File: config.mk
export PLATFORM = sky130hd
export DESIGN_NAME = ex_mem_latch_flat
export DESIGN_NICKNAME = d
export VERILOG_FILES = /design/src/rtl/ex_mem_latch_if.sv /design/src/rtl/ex_mem_latch.sv /design/src/flat_wrapper.sv
export SDC_FILE = /design/constraint.sdc
export NUM_CORES = 1
export LEC_CHECK = 0
export ABC_AREA = 1
export CELL_PAD_IN_SITES_DETAIL_PLACEMENT = 0
export CELL_PAD_IN_SITES_GLOBAL_PLACEMENT = 1
export CORE_MARGIN = 4
export CORE_UTILIZATION = 30
export DETAILED_ROUTE_END_ITERATION = 16
export PLACE_DENSITY = 0.86
export SETUP_SLACK_MARGIN = 0.3
export SYNTH_ARGS = -nofsm -noshare
export SYNTH_HDL_FRONTEND = slang
export SYNTH_SLANG_ARGS = --single-unit
File: constraint.sdc
create_clock -name clk -period 4.5 [get_ports clk]
set_clock_uncertainty 0.1 [all_clocks]
set_input_delay 0.9 -clock clk [delete_from_list [all_inputs] [get_ports clk]]
set_output_delay 0.9 -clock clk [all_outputs]
set_load 0.005 [all_outputs]
File: src/rtl/ex_mem_latch_if.sv
// ex_mem_latch_if: EX-side inputs and MEM-side registered outputs of the EX/MEM pipeline register
interface ex_mem_latch_if;
  logic        stall;
  logic        flush;
  logic        ex_valid;
  logic        ex_reg_write;
  logic        ex_mem_to_reg;
  logic        ex_mem_read;
  logic        ex_mem_write;
  logic [31:0] ex_alu_result;
  logic [31:0] ex_wr_data;
  logic [4:0]  ex_rd_addr;
  logic        mem_valid;
  logic        mem_reg_write;
  logic        mem_mem_to_reg;
  logic        mem_mem_read;
  logic        mem_mem_write;
  logic [31:0] mem_alu_result;
  logic [31:0] mem_wr_data;
  logic [4:0]  mem_rd_addr;
  logic [15:0] stall_cnt;
  modport master (
    output stall, flush, ex_valid, ex_reg_write, ex_mem_to_reg, ex_mem_read, ex_mem_write,
           ex_alu_result, ex_wr_data, ex_rd_addr,
    input  mem_valid, mem_reg_write, mem_mem_to_reg, mem_mem_read, mem_mem_write,
           mem_alu_result, mem_wr_data, mem_rd_addr, stall_cnt
  );
  modport slave (
    input  stall, flush, ex_valid, ex_reg_write, ex_mem_to_reg, ex_mem_read, ex_mem_write,
           ex_alu_result, ex_wr_data, ex_rd_addr,
    output mem_valid, mem_reg_write, mem_mem_to_reg, mem_mem_read, mem_mem_write,
           mem_alu_result, mem_wr_data, mem_rd_addr, stall_cnt
  );
endinterface

File: src/rtl/ex_mem_latch.sv
// ex_mem_latch: EX/MEM pipeline register with miss-stall hold, flush bubbles and a saturating stall counter
module ex_mem_latch (
  input  logic          clk,
  input  logic          rst,
  ex_mem_latch_if.slave bus
);
  logic        valid, reg_write, mem_to_reg, mem_read, mem_write;
  logic [31:0] alu_result, wr_data;
  logic [4:0]  rd_addr;
  logic [15:0] stall_cnt;
  logic        ld, live;
  assign ld   = !bus.flush;
  assign live = ld && bus.ex_valid;
  always_ff @(posedge clk) begin
    if (rst) begin
      valid      <= 1'b0;
      reg_write  <= 1'b0;
      mem_to_reg <= 1'b0;
      mem_read   <= 1'b0;
      mem_write  <= 1'b0;
      alu_result <= '0;
      wr_data    <= '0;
      rd_addr    <= '0;
      stall_cnt  <= '0;
    end else if (bus.stall) begin
      if (~&stall_cnt) stall_cnt <= stall_cnt + 16'd1;
    end else begin
      valid      <= live;
      reg_write  <= live && bus.ex_reg_write && |bus.ex_rd_addr;
      mem_to_reg <= live && bus.ex_mem_to_reg;
      mem_read   <= live && bus.ex_mem_read;
      mem_write  <= live && bus.ex_mem_write && !bus.ex_mem_read;
      alu_result <= ld ? bus.ex_alu_result : '0;
      wr_data    <= ld ? bus.ex_wr_data : '0;
      rd_addr    <= ld ? bus.ex_rd_addr : '0;
    end
  end
  // a load and a store on one instruction is a decoder bug; the load wins in hardware
  always_ff @(posedge clk)
    if (!rst && bus.ex_valid)
      assert (!(bus.ex_mem_read && bus.ex_mem_write))
        else $warning("ex_mem_latch: error, MemRead and MemWrite both set; MemWrite dropped");
  assign bus.mem_valid      = valid;
  assign bus.mem_reg_write  = reg_write;
  assign bus.mem_mem_to_reg = mem_to_reg;
  assign bus.mem_mem_read   = mem_read;
  assign bus.mem_mem_write  = mem_write;
  assign bus.mem_alu_result = alu_result;
  assign bus.mem_wr_data    = wr_data;
  assign bus.mem_rd_addr    = rd_addr;
  assign bus.stall_cnt      = stall_cnt;
endmodule

File: src/flat_wrapper.sv
// flat-port wrapper written by rule: the top's interface ports become plain ports
module ex_mem_latch_flat 
  (clk, rst, bus_stall, bus_flush, bus_ex_valid, bus_ex_reg_write, bus_ex_mem_to_reg, bus_ex_mem_read, bus_ex_mem_write, bus_ex_alu_result, bus_ex_wr_data, bus_ex_rd_addr, bus_mem_valid, bus_mem_reg_write, bus_mem_mem_to_reg, bus_mem_mem_read, bus_mem_mem_write, bus_mem_alu_result, bus_mem_wr_data, bus_mem_rd_addr, bus_stall_cnt);
  ex_mem_latch_if bus_i ();
  input  logic clk;
  input  logic rst;
  input wire logic [$bits(bus_i.stall)-1:0] bus_stall;
  input wire logic [$bits(bus_i.flush)-1:0] bus_flush;
  input wire logic [$bits(bus_i.ex_valid)-1:0] bus_ex_valid;
  input wire logic [$bits(bus_i.ex_reg_write)-1:0] bus_ex_reg_write;
  input wire logic [$bits(bus_i.ex_mem_to_reg)-1:0] bus_ex_mem_to_reg;
  input wire logic [$bits(bus_i.ex_mem_read)-1:0] bus_ex_mem_read;
  input wire logic [$bits(bus_i.ex_mem_write)-1:0] bus_ex_mem_write;
  input wire logic [$bits(bus_i.ex_alu_result)-1:0] bus_ex_alu_result;
  input wire logic [$bits(bus_i.ex_wr_data)-1:0] bus_ex_wr_data;
  input wire logic [$bits(bus_i.ex_rd_addr)-1:0] bus_ex_rd_addr;
  output wire logic [$bits(bus_i.mem_valid)-1:0] bus_mem_valid;
  output wire logic [$bits(bus_i.mem_reg_write)-1:0] bus_mem_reg_write;
  output wire logic [$bits(bus_i.mem_mem_to_reg)-1:0] bus_mem_mem_to_reg;
  output wire logic [$bits(bus_i.mem_mem_read)-1:0] bus_mem_mem_read;
  output wire logic [$bits(bus_i.mem_mem_write)-1:0] bus_mem_mem_write;
  output wire logic [$bits(bus_i.mem_alu_result)-1:0] bus_mem_alu_result;
  output wire logic [$bits(bus_i.mem_wr_data)-1:0] bus_mem_wr_data;
  output wire logic [$bits(bus_i.mem_rd_addr)-1:0] bus_mem_rd_addr;
  output wire logic [$bits(bus_i.stall_cnt)-1:0] bus_stall_cnt;
  assign bus_i.stall = bus_stall;
  assign bus_i.flush = bus_flush;
  assign bus_i.ex_valid = bus_ex_valid;
  assign bus_i.ex_reg_write = bus_ex_reg_write;
  assign bus_i.ex_mem_to_reg = bus_ex_mem_to_reg;
  assign bus_i.ex_mem_read = bus_ex_mem_read;
  assign bus_i.ex_mem_write = bus_ex_mem_write;
  assign bus_i.ex_alu_result = bus_ex_alu_result;
  assign bus_i.ex_wr_data = bus_ex_wr_data;
  assign bus_i.ex_rd_addr = bus_ex_rd_addr;
  assign bus_mem_valid = bus_i.mem_valid;
  assign bus_mem_reg_write = bus_i.mem_reg_write;
  assign bus_mem_mem_to_reg = bus_i.mem_mem_to_reg;
  assign bus_mem_mem_read = bus_i.mem_mem_read;
  assign bus_mem_mem_write = bus_i.mem_mem_write;
  assign bus_mem_alu_result = bus_i.mem_alu_result;
  assign bus_mem_wr_data = bus_i.mem_wr_data;
  assign bus_mem_rd_addr = bus_i.mem_rd_addr;
  assign bus_stall_cnt = bus_i.stall_cnt;
  ex_mem_latch u_core (.clk(clk), .rst(rst), .bus(bus_i));
endmodule
==> results.py, run 1 <==
metrics = {
    "status": {
        "status": "finished clean",
    },
    "power_and_ir_drop": {
        "p_sw_uw": 382.3,
        "power_mw": 1.724,
        "p_sw_share_pct": 22.17,
        "p_per_area_nw_per_um2": 310.2,
        "intPower_mw": 1.342,
        "ir_drop_mv": 0.2358,
        "power_frac_comb_pct": 11.6,
        "pwr-share-clk_pct": 39.8,
        "power_frac_seq_pct": 48.6,
        "p_leak_nw": 2.051,
    },
    "floorplanning": {
        "die_h_um": 117.0,
        "dieArea_um2": 13680,
        "core_area_um2": 11520,
        "start_util_pct": 30.92,
        "pin_count": 168,
        "rows": 39,
        "die_width_um": 117.0,
    },
    "synthesis": {
        "ys_seq_area_share_pct": 50.60,
        "synth_area_leaders": "dfxtp_1 51%, nand2_1 21%, a21oi_1 12%",
        "syn-num-nets": 568,
        "mappedNetlistArea_um2": 3561,
        "synthCells": 489,
        "ys_types": 19,
        "synth-seq-cells": 90,
        "syn_avg_cell_area_um2": 7.282,
        "async_flop_share_pct": 0,
        "yosysMostFrequentCell": "nand2_1",
        "ys_warn_count": 0,
        "ys_top_cells_by_count": "195 x nand2_1, 90 x dfxtp_1, 82 x a21oi_1",
        "synth_top_cell_by_area": "dfxtp_1",
        "ys_dominant_reg_cell": "dfxtp_1",
        "synth_edf_count": 0,
        "yosysTopAreaCellShare_pct": 50.60,
    },
    "sta": {
        "fmax_mhz": 398.6,
        "finalMaxSlewViolations": 0,
        "finalCriticalPeriod_ns": 2.509,
        "relSlewSlack_pct": 42.41,
        "worst_pin_slew_ns": 0.8639,
        "finalSetupTns_ns": 0,
        "finalHoldViolCount": 0,
        "post-route-period-util_pct": 55.76,
        "grt_setup_unrepaired": "no",
        "setup_viol": 0,
        "hold_ws_ns": 0.3619,
    },
    "finish": {
        "syn2layout_area_growth_pct": 56.11,
        "n_antenna_cell": 0,
        "final.fill_count": 1155,
        "fin_nets": 723,
        "drive_gt1_share_pct": 4.938,
    },
    "route": {
        "drc": 0,
        "wirelength_um": 10510,
        "ant_nets": 0,
        "wire_per_inst_um": 13.28,
        "dr.first_iter.drc_count": 162,
        "avgViaCountPerCell": 4.460,
        "vias": 3528,
        "dr.pass1.iters": 5,
    },
    "global_routing": {
        "grtUsageMet2_pct": 26.05,
        "grt_use_met3_pct": 6.478,
        "met1_usage_pct": 17.80,
        "grt_pass1_wl_um": 16570,
        "grt_pass1_vias": 3390,
        "overflow": 0,
        "antenna_found_initial": 0,
        "grtUsageTotal_pct": 15.50,
        "grt.busiest_layer": "met2",
        "grt_max_degree": 48,
    },
    "setup_path": {
        "crit_path_end_kind": "register",
        "crit_family": "buffers and inverters",
        "max_stage_delay_ns": 0.55,
        "critPathBufInv": 2,
        "crit_required_ns": 4.66,
        "critPathSlowestCell": "nor2_4",
        "cp.arrival_ns": 2.67,
        "start_kind": "input port",
        "crit_fanout": 38,
        "worstSetupPathType": "in2reg",
        "path_cells": "clkdlybuf4s50_1, nor2_4, buf_4, nand2_1, a21oi_1",
    },
    "flow_run": {
        "max-cap-violations": 0,
    },
    "clock_network": {
        "cts_sinks": 90,
        "cts_root_buf": "clkbuf_16",
        "cts_hold_buf": 0,
        "cts.repair.resized": 0,
        "clockBufferDepth": 2,
        "post_cts_buffers": 0,
        "cts_buffers": 9,
        "clock_latency_ns": 0.33,
        "htreeDepth": 3,
        "clk_pin_slew_worst_paths_ns": 0.06,
        "cts_tree": "yes",
    },
    "place": {
        "portBuffers": 167,
        "dpl.hpwl_um": 7657,
        "place_congestion": 0.7679,
    },
    "worst_hold_path": {
        "hold_path_class": "reg2reg",
    },
}
[routing by layer]
| metal | part of all wire (%) | wire length [um] |
|---|---|---|
| met3 | 8.7 | 918 |
| met4 | 1.3 | 135 |
| met1 | 40 | 4255 |
| met5 | 0 | 0 |
| met2 | 49 | 5199 |
[power groups by stage]
stage               clock (mW)  sequential [mW]  combinational [mW]
global placement             0            0.854               0.200
finish                   0.687            0.838               0.200
floorplan                    0            0.857              0.0662
CTS                      0.718            0.838               0.203
global route             0.754            0.841               0.219
detailed placement           0            0.855               0.202
[tightest hold or removal path, stage by stage (launching register included)]
cell	delay [ns]
dfxtp_1	0.31
nand2_1	0.06
a21oi_1	0.05
[per-stage QoR]
stage               instances  instance area [um^2]  setup slack [ns]  utilization [%]
floorplan                 489                  3561             2.656                -
global placement          776                  5288             1.682            45.91
detailed placement        776                  5288             1.598            45.91
CTS                       791                  5559             1.965            48.27
global route              791                  5559             1.820            48.27
finish                    791                  5559             1.991            48.27
[cells in the final DEF (no fill, tap or decap)]
cell,synthesis,routed
a21oi_1,82,82
buf_2,10,2
buf_4,3,3
clkbuf_1,7,1
clkbuf_16,0,9
clkbuf_8,0,2
clkdlybuf4s50_1,0,165
clkinv_2,0,3
dfxtp_1,90,90
ha_1,1,1
inv_1,18,18
nand2_1,195,195
nand2_2,6,6
nand3_1,13,13
nand3b_1,1,1
nand4_1,1,1
nand4_4,1,1
nor2_1,47,47
nor2_4,5,5
nor2_8,1,1
nor3_1,2,2
[layout make-up]
| class | count | area (um^2) | area share [%] |
|---|---|---|---|
| flip-flops and latches | 90 | 1802 | 32.41 |
| repair buffers | 170 | 1684 | 30.29 |
| multi-input cells | 355 | 1555 | 27.98 |
| clock buffers | 12 | 256.5 | 4.614 |
| well taps | 143 | 178.9 | 3.219 |
| inverters | 18 | 67.56 | 1.215 |
| clock inverters | 3 | 15.01 | 0.2701 |
[logic make-up (layout without fill, tap and decap cells)]
logic type | count (synthesis) | after routing | synth area share, %
AND/OR/NAND/NOR | 272 | 272 | 31.80
flip-flops | 90 | 90 | 50.60
AO/OA/AOI/OAI | 82 | 82 | 11.52
buffers and inverters | 44 | 203 | 5.727
adder cells (fa/ha/maj) | 1 | 1 | 0.3513
[final timing paths]
check	end	slack (ns)	from	cells after the start
worst max-delay path	u_core.bus.mem_alu_result[31]	1.99	bus_flush	5
worst min-delay path	u_core.bus.mem_wr_data[3]	0.36	u_core.bus.mem_wr_data[3]	2
worst max register to register	u_core.bus.stall_cnt[6]	2.92	u_core.bus.stall_cnt[0]	6
worst min register to register	u_core.bus.mem_wr_data[3]	0.36	u_core.bus.mem_wr_data[3]	2
(Power assumes the default switching activity.)
==> run 2: changes to the inputs <==
--- a/config.mk
+++ b/config.mk
@@ -9,9 +9,9 @@
 export CELL_PAD_IN_SITES_DETAIL_PLACEMENT = 0
 export CELL_PAD_IN_SITES_GLOBAL_PLACEMENT = 1
 export CORE_MARGIN = 4
-export CORE_UTILIZATION = 30
+export CORE_UTILIZATION = 25
 export DETAILED_ROUTE_END_ITERATION = 16
-export PLACE_DENSITY = 0.86
+export PLACE_DENSITY = 0.77
 export SETUP_SLACK_MARGIN = 0.3
 export SYNTH_ARGS = -nofsm -noshare
 export SYNTH_HDL_FRONTEND = slang
==> constraint.sdc (replaced) <==
create_clock -name clk -period 2.2 [get_ports clk]
set_clock_uncertainty 0.1 [all_clocks]
set_input_delay 0.44 -clock clk [delete_from_list [all_inputs] [get_ports clk]]
set_output_delay 0.44 -clock clk [all_outputs]
set_load 0.005 [all_outputs]
==> results.py, run 2 (synthesis results as in run 1) <==
metrics = {
    "finish": {
        "fin_nets": 725,
        "drive_gt1_share_pct": 6.912,
        "final.fill_count": 1386,
        "syn2layout_area_growth_pct": 59.10,
        "layout_commonest_cell": "nand2_1",
        "final_core_utilization_pct": 40.66,
        "multiInputGateArea_um2": 1555,
        "register_area_um2": 1813,
        "fin_cells": 831,
        "design_area_um2": 5665,
        "layout_common_cells": "195 x nand2_1, 165 x clkdlybuf4s50_1, 82 x a21oi_1",
        "n_antenna_cell": 0,
    },
    "clock_network": {
        "clockBufferDepth": 2,
        "cts_sinks": 90,
        "cts_tree": "yes",
        "cts_buffers": 9,
        "post_cts_buffers": 0,
        "clk_pin_slew_worst_paths_ns": 0.06,
        "cts_root_buf": "clkbuf_16",
        "clock_latency_ns": 0.34,
        "htreeDepth": 3,
    },
    "global_routing": {
        "grt_pass1_vias": 3494,
        "overflow": 0,
        "grtUsageTotal_pct": 13.13,
        "grt_max_degree": 76,
        "antenna_found_initial": 0,
        "grt_pass1_wl_um": 17150,
    },
    "sta": {
        "relSlewSlack_pct": 45.14,
        "worst_pin_slew_ns": 0.8230,
        "finalMaxSlewViolations": 0,
        "setup_viol": 0,
        "finalHoldViolCount": 0,
        "fmax_mhz": 546.4,
        "finalSetupTns_ns": 0,
        "hold_ws_ns": 0.3609,
        "finalCriticalPeriod_ns": 1.830,
        "post-route-period-util_pct": 83.20,
        "setup_ws_ns": 0.3697,
        "grt_setup_unrepaired": "no",
    },
    "floorplanning": {
        "start_util_pct": 25.55,
        "die_h_um": 127.3,
        "die_width_um": 127.3,
        "rows": 43,
        "pin_count": 168,
        "dieArea_um2": 16220,
        "core_area_um2": 13930,
    },
    "route": {
        "drc": 0,
        "ant_nets": 0,
        "wirelength_um": 10770,
        "wire_per_inst_um": 12.95,
        "vias": 3589,
        "avgViaCountPerCell": 4.319,
        "dr.pass1.iters": 4,
        "dr.first_iter.drc_count": 195,
    },
    "setup_path": {
        "critPathBufInv": 1,
        "ff2ff_path_depth": 6,
        "reg2reg_slack_ns": 0.62,
        "max_stage_delay_ns": 0.54,
        "crit_start": "u_core.bus.stall_cnt[13]",
        "path_cells": "clkdlybuf4s50_1",
        "r2r_start": "u_core.bus.stall_cnt[0]",
        "crit_required_ns": 1.66,
        "crit_path_end_kind": "output pin",
        "crit_family": "buffers and inverters",
        "crit_fanout": 5,
        "critPathSlowestCell": "clkdlybuf4s50_1",
        "r2r-end": "u_core.bus.stall_cnt[11]",
        "worstSetupPathType": "reg2out",
        "cp.depth": 1,
        "crit_end": "bus_stall_cnt[13]",
        "cp.arrival_ns": 1.29,
        "start_kind": "register",
    },
    "place": {
        "placed_area_um2": 5349,
        "dpl.hpwl_um": 7654,
        "pre_cts_ws_ns": 0.3679,
        "place_inst": 815,
        "place_congestion": 0.7418,
        "portBuffers": 167,
    },
    "worst_hold_path": {
        "hold_path_class": "reg2reg",
    },
    "status": {
        "status": "finished clean",
    },
    "power_and_ir_drop": {
        "ir_drop_mv": 0.4107,
        "power_mw": 3.695,
        "p_leak_nw": 2.079,
        "p_per_area_nw_per_um2": 652.2,
    },
    "flow_run": {
        "max-cap-violations": 0,
    },
}
[run 2: metal layers]
| metal | global-route usage (%) | wire [um] | vias up |
|---|---|---|---|
| li1 | - | - | 1855 |
| met1 | 15.04 | 4457 | 1606 |
| met2 | 21.74 | 5177 | 119 |
| met3 | 6.731 | 1025 | 9 |
| met4 | 3.281 | 104 | 0 |
| met5 | 0 | 0 | - |
[run 2: where the power goes]
group          leakage, nW  internal (mW)  total, mW  switching [mW]
logic                 1.19          0.248      0.412           0.163
registers            0.738           1.68       1.71          0.0296
clock network        0.151          0.936       1.57           0.634
[run 2: worst min-delay path, delay by kind of cell, from the launching register on]
family	cells	cell delay (ns)
simple gates	1	0.05
flops	1	0.31
compound gates	1	0.05
[run 2: worst min path at each step]
stage	startpoint	to	slack, ns	cells past startpoint
after floorplan	u_core.bus.mem_wr_data[27]	u_core.bus.mem_wr_data[27]	0.35	2
after global placement	u_core.bus.mem_wr_data[27]	u_core.bus.mem_wr_data[27]	0.34	2
after detailed placement	u_core.bus.mem_wr_data[27]	u_core.bus.mem_wr_data[27]	0.35	2
after CTS	u_core.bus.mem_wr_data[27]	u_core.bus.mem_wr_data[27]	0.36	2
after global routing	u_core.bus.mem_alu_result[15]	u_core.bus.mem_alu_result[15]	0.38	2
final	u_core.bus.mem_wr_data[27]	u_core.bus.mem_wr_data[27]	0.36	2
[run 2: repair_timing]
| item | CTS | global route |
|---|---|---|
| setup endpoints to repair | 3 | 6 |
| gates resized for setup | 3 | 6 |
| hold buffers | 0 | 0 |
| endpoints found under the hold margin | 0 | 0 |
[run 2: final cells by class]
type	instances	share of cell area (%)
Clock inverter	5	0.9276
Timing Repair Buffer	172	29.99
Multi-Input combinational cell	355	27.45
Inverter	18	1.193
Clock buffer	11	4.461
Tap cell	180	3.975
Sequential cell	90	32.00
